## src/rtl/div_sequencer.sv

```systemverilog
// div_sequencer: multi-cycle 32-bit restoring divider for the EX stage.
// It accepts a DIV/DIVU request, stalls the pipeline while it iterates,
// and returns {remainder, quotient} for HI/LO.
module div_sequencer (
   input  logic        clk,
   input  logic        rst,
   input  logic        div_start,
   input  logic        div_signed,
   input  logic [31:0] div_opdata1,
   input  logic [31:0] div_opdata2,
   input  logic        div_annul,
   output logic [63:0] div_result,
   output logic        div_ready,
   output logic        stallreq_for_div
);

   typedef enum logic [1:0] {
      IDLE     = 2'd0,
      DIV_ZERO = 2'd1,
      DIV_ON   = 2'd2,
      DIV_END  = 2'd3
   } state_t;

   state_t      state;
   logic [5:0]  cnt;
   logic [31:0] dvd;      // dividend, shifted left one bit per iteration
   logic [31:0] dvs;      // divisor magnitude
   logic [31:0] rem;      // partial remainder
   logic [31:0] quot;     // quotient bits collected MSB first
   logic        neg_q;
   logic        neg_r;

   logic [31:0] op1_abs;
   logic [31:0] op2_abs;
   logic [32:0] r_shift;
   logic [32:0] r_diff;
   logic        q_bit;
   logic [31:0] r_next;
   logic [31:0] q_next;
   logic [31:0] q_fin;
   logic [31:0] r_fin;

   // Operand magnitudes and one restoring shift-subtract step
   always_comb begin
      op1_abs = (div_signed && div_opdata1[31]) ? -div_opdata1 : div_opdata1;
      op2_abs = (div_signed && div_opdata2[31]) ? -div_opdata2 : div_opdata2;
      r_shift = {rem, dvd[31]};
      r_diff  = r_shift - {1'b0, dvs};
      // No borrow out of the 33-bit subtract means R' >= divisor
      q_bit   = ~r_diff[32];
      r_next  = q_bit ? r_diff[31:0] : r_shift[31:0];
      q_next  = {quot[30:0], q_bit};
      q_fin   = neg_q ? -q_next : q_next;
      r_fin   = neg_r ? -r_next : r_next;
   end

   // Stall while a request is being accepted or the divide is in progress
   always_comb begin
      stallreq_for_div = ((state == IDLE) && div_start && !div_annul) ||
                         (state == DIV_ZERO) || (state == DIV_ON);
   end

   // Control FSM, datapath registers and registered result/ready
   always_ff @(posedge clk or posedge rst) begin
      if (rst) begin
         state      <= IDLE;
         cnt        <= '0;
         dvd        <= '0;
         dvs        <= '0;
         rem        <= '0;
         quot       <= '0;
         neg_q      <= 1'b0;
         neg_r      <= 1'b0;
         div_result <= '0;
         div_ready  <= 1'b0;
      end else begin
         case (state)
            IDLE: begin
               div_ready  <= 1'b0;
               div_result <= '0;
               if (div_start && !div_annul) begin
                  if (div_opdata2 == '0) begin
                     state <= DIV_ZERO;
                  end else begin
                     state <= DIV_ON;
                     cnt   <= '0;
                     dvd   <= op1_abs;
                     dvs   <= op2_abs;
                     rem   <= '0;
                     quot  <= '0;
                     neg_q <= div_signed & (div_opdata1[31] ^ div_opdata2[31]);
                     neg_r <= div_signed & div_opdata1[31];
                  end
               end
            end
            DIV_ZERO: begin
               if (div_annul) begin
                  state <= IDLE;
               end else begin
                  div_result <= '0;
                  div_ready  <= 1'b1;
                  state      <= DIV_END;
               end
            end
            DIV_ON: begin
               if (div_annul) begin
                  state <= IDLE;
               end else begin
                  rem  <= r_next;
                  quot <= q_next;
                  dvd  <= {dvd[30:0], 1'b0};
                  cnt  <= cnt + 6'd1;
                  if (cnt == 6'd31) begin
                     div_result <= {r_fin, q_fin};
                     div_ready  <= 1'b1;
                     state      <= DIV_END;
                  end
               end
            end
            DIV_END: begin
               if (div_annul || !div_start) begin
                  state      <= IDLE;
                  div_ready  <= 1'b0;
                  div_result <= '0;
               end
            end
            default: state <= IDLE;
         endcase
      end
   end

endmodule

```

## config.mk

```make
export PLATFORM = sky130hd
export DESIGN_NAME = div_sequencer
export DESIGN_NICKNAME = d
export VERILOG_FILES = /design/src/rtl/div_sequencer.sv
export SDC_FILE = /design/constraint.sdc
export NUM_CORES = 1
export LEC_CHECK = 0
export ABC_AREA = 1
export BUFFER_PORTS_ARGS = -buffer_cell sky130_fd_sc_hd__clkbuf_2
export CAP_MARGIN = 15
export CORE_MARGIN = 2
export CORE_UTILIZATION = 58
export DETAILED_ROUTE_END_ITERATION = 8
export PLACE_DENSITY_LB_ADDON = 0.2
export SLEW_MARGIN = 10
export SYNTH_ARGS = -nofsm -noshare
export SYNTH_HDL_FRONTEND = slang
export SYNTH_SLANG_ARGS = --single-unit
export TNS_END_PERCENT = 10
```

## constraint.sdc

```tcl
create_clock -name clk -period 16.3 [get_ports clk]
set_input_delay 3.26 -clock clk [delete_from_list [all_inputs] [get_ports clk]]
set_output_delay 3.26 -clock clk [all_outputs]
set_load 0.005 [all_outputs]
```

Yosys cells after proc, flatten, opt, wreduce, memory -nomap -nowiden --
Cells that the tools add are included.
Word-level totals: register bits after elaboration 202, bits of input ports 69, output and inout port bits 66, logic and storage cells 85
Operators by class: add/subtract/negate cells 6, equality and inequality tests 11, muxes and demuxes 36, bitwise gates (word level) 5, reductions and logical operators 17
Operators with widths (count):
- 2-to-1 mux 32 bit | 11
- 2-to-1 mux 64 bit | 4
- one-hot mux 64 bit (4 select lines) | 1
- negator 32 bit | 4
- one-hot mux 32 bit (2 select lines) | 2
- one-hot mux 31 bit (2 select lines) | 1
- subtractor 33 x 32 -> 33 bit | 1
- zero test 32 bit | 1
- 2-to-1 mux 31 bit | 1
- 2-to-1 mux 6 bit | 3
- 2-to-1 mux 2 bit | 6
- one-hot mux 6 bit (2 select lines) | 1
- inequality test 2 bit, second input constant | 4
- one-hot mux 2 bit (4 select lines) | 1
- AND reduction 4 bit | 2
- adder 6 x 1 -> 6 bit, second input constant | 1
- == test 6 x 5 -> 1 bit, second input constant | 1
- AND reduction 3 bit | 2
- logical AND 1 bit | 5
- == test 2 bit, second input constant | 2
- 2-to-1 mux 1 bit | 4
- inequality test 2 x 1 -> 1 bit, second input constant | 2
- one-hot mux 1 bit (4 select lines) | 1
- logical OR 1 bit | 3
- other kinds (8) | 11

Depth between registers and ports, before layout --
depth after elaboration 7, mapped depth 34, gate-level depth less buffers 32

Least setup slack after synthesis --
No wires, ideal clock.
path type input-to-output, start point in div_annul, end point out stallreq_for_div, arrival 3554 ps, required time 13040 ps, path slack 9486 ps, stages 3, buffers on the path 0, cell sequence inv_1 > nand2_1 > o211ai_1
On the way: word-level cells in the longest chain between the ends 4
RTL lines:
- start, declared | RTL line 11 | input logic div_annul,
- zero test 1 bit | RTL line 59 | stallreq_for_div = ((state == IDLE) && div_start && !div_annul) ||
- logical AND 1 bit | RTL line 59
- logical OR 1 bit | RTL line 59
- logical OR 1 bit | RTL line 60 | (state == DIV_ZERO) || (state == DIV_ON);
- end, declared | RTL line 14 | output logic stallreq_for_div
Every way passes these cells.

Final worst setup path --
Ends and elaborated chain as after synthesis.

==> results.md <==
* Initial antenna violation count at 0
* PortBufs at 134
* Critical Path RT at 13.04 ns
* Syn. warnings at 0
* HPWL after DPL at 30100 µm
* TritonCTS buffer count at 22
* Fin. Hold Viols at 0
* Largest net degree at the start of global routing at 145
* Vias in the first global route at 13100
* Slew headroom at 0.347
* Met1 wire length at 18400 µm
* # Post-CTS Setup Buffers at 0
* Final Max Slew Viols at 0
* Final worst path period need at 7.10 ns
* Post-synth EDFFs at 0
* Global Route Usage Sum at 0.312
* Filler instances at 2282
* #FFs+latches synth at 202
* Layout cell share with drive strength beyond 1 at 0.110
* Critical Path AT at 3.84 ns
* Initial DRC Count at 1137
* Grt total ovfl at 0
* Syn-to-layout area delta at 11.7%
* Met3 routed WL at 2420 µm
* First-pass GRT wire length at 65700 µm
* Storage element area at 5050 µm²
* Top_reg_cell synth: dfrtp_1
* Post-synthesis async set-or-reset flop share at 1.00
* Antenna-violating nets left at 0
* Synth Net Count at 2257
* Via density at 5.47
* Placer Congestion at 0.974
* Mean routed wirelength per cell at 15.6 µm
* Routed Wire Length at 40300 µm
* Slew @ Worst Pin at 0.979 ns
* Clock Pin Slew Worst Setup and Hold Paths at 0.06 ns
* Worst min path class: register to register
* Post-synthesis sequential area ratio at 0.353
* Die area at 25900 µm²
* Library cells used by synthesis at 52
* Die X at 161 µm
* Die Y at 161 µm
* CP max FO at 4
* Cell taking the most area after synthesis: dfrtp_1
* Root Buffer: clkbuf_16
* Num ports at 135
* DRT Pass-1 Iters at 6
* CTS tree: done
* DR top layer: met4
* Area of the multi-input gates at 7750 µm²
* Fin crit share at 0.436
* Starting density of the core at 0.590
* Core region area at 24200 µm²
* Nets at 2358
* Most common library cell in the layout ignoring fill and taps: nand2_1
* Worst-case reg-to-reg path depth at 31
* H-Tree Depth at 1
* Max Clock Freq at 141 MHz
* Worst skew pair latency at 0.53 ns
* Worst Hold Depth at 2
* Mapped Area at 14300 µm²
* Syn Inst Count at 2145
* Met2 wire length at 17700 µm
* CTS Sinks at 202
* Status: complete, no violations
* Worst setup SP type: primary input
* Clock skew at 0.0191 ns
* CTS resizes at 0
* Post-synth top area share at 0.353
* Type of destination of the critical path: output port
* Setup Viol. Count Final at 0
* Setup_tns at 0 ns
* Cts hold-fix bufs at 0
* Top post-synthesis cells by area: dfrtp_1 35%, nand2_1 19%, inv_1 8.0%
* Worst-case clock buffer depth at 3
* Vias at 14100
* ANT cells at 0
* Syn avg cell area at 6.67 µm²
* Critical path type: primary input to output port
* Std cell rows at 57
* Unrepaired setup endpoints after global routing: no
* Drc violations at 0
* Most frequent cells in the layout: 709 x nand2_1, 303 x inv_1, 202 x dfrtp_1
* Max-Cap Viols at 0
==> routing by layer <==
layer	vias up	global-route usage
li1	7041	-
met1	6495	0.445
met2	490	0.489
met3	102	0.0342
met4	0	0.124
met5	-	0
==> worst paths after layout <==
check,from,end,slack [ns]
max,div_annul,stallreq_for_div,9.20
min,div_result[28]$_DFFE_PP0P_,div_result[28]$_DFFE_PP0P_,0.48
max reg2reg,dvd[31]$_DFFE_PP0P_,div_result[28]$_DFFE_PP0P_,10.60
min reg2reg,div_result[28]$_DFFE_PP0P_,div_result[28]$_DFFE_PP0P_,0.48
max in group asynchronous,rst,div_result[57]$_DFFE_PP0P_,11.93
min in group asynchronous,rst,dvd[4]$_DFFE_PP0P_,3.00
==> area by class of cell <==
cell class	count	share of cell area
clock buffers	28	0.0384
flip-flops and latches	202	0.316
inverters	320	0.0756
repair buffers	144	0.0487
clock inverters	10	0.0104
well taps	324	0.0254
multi-input cells	1556	0.485
==> state kept, by name (all words and copies together) (netlist names) <==
signal / cells
neg_q: 1
div_ready: 1
dvs: 32
rem: 32
neg_r: 1
cnt: 6
dvd: 32
quot: 31
div_result: 64
state: 2
==> cell usage after synthesis (2+ instances only) <==
library cell	n
a22o_1	5
a32o_1	2
a21o_1	2
inv_1	305
a21oi_1	53
o31ai_1	4
xor2_1	60
nand2_2	22
inv_2	11
xnor2_1	15
o211ai_1	13
nand3_1	123
and3_1	3
clkbuf_1	46
buf_6	4
buf_2	10
o21ai_1	20
nand3b_1	8
and2_1	4
dfrtp_1	202
nor2_4	3
nand4_1	15
o22ai_1	61
nand2_4	3
nand2_8	2
or3_1	2
o41ai_1	2
nor3_1	23
clkinv_1	4
nor2_2	9
nor4_1	7
a22oi_1	23
o21ai_0	119
a21oi_2	3
o221ai_1	2
ha_1	42
nand2_1	709
buf_1	6
nor2_1	181
or2_2	5
==> critical path, cell delays in order <==
cell and delay (ns):
clkbuf_2 0.12, inv_1 0.07, nand2_1 0.09, o211ai_1 0.16
clkbuf_2 0.13
==> logic make-up after synthesis <==
group                    after synthesis  share of synthesized area
adder cells (fa/ha/maj)               43                     0.0381
buffers and inverters                387                      0.105
AND/OR/NAND/NOR                     1122                      0.328
XOR/XNOR                              75                     0.0459
flip-flops                           202                      0.353
AO/OA/AOI/OAI                        316                      0.129
==> per-stage QoR <==
step	instances	cell area, µm²	hold slack (ns)	utilization	setup WS (ns)
detailed placement	2544	15200	0.466	0.625	9.20
finish	2584	16000	0.479	0.659	9.20
floorplan	2145	14300	0.453	-	7.53
CTS	2582	15900	0.482	0.657	9.20
global route	2584	16000	0.502	0.659	9.14
global placement	2544	15200	0.462	0.625	9.21
Power is not shown: default switching activity piles up to over one toggle a cycle in this logic, so the estimate is an artifact.
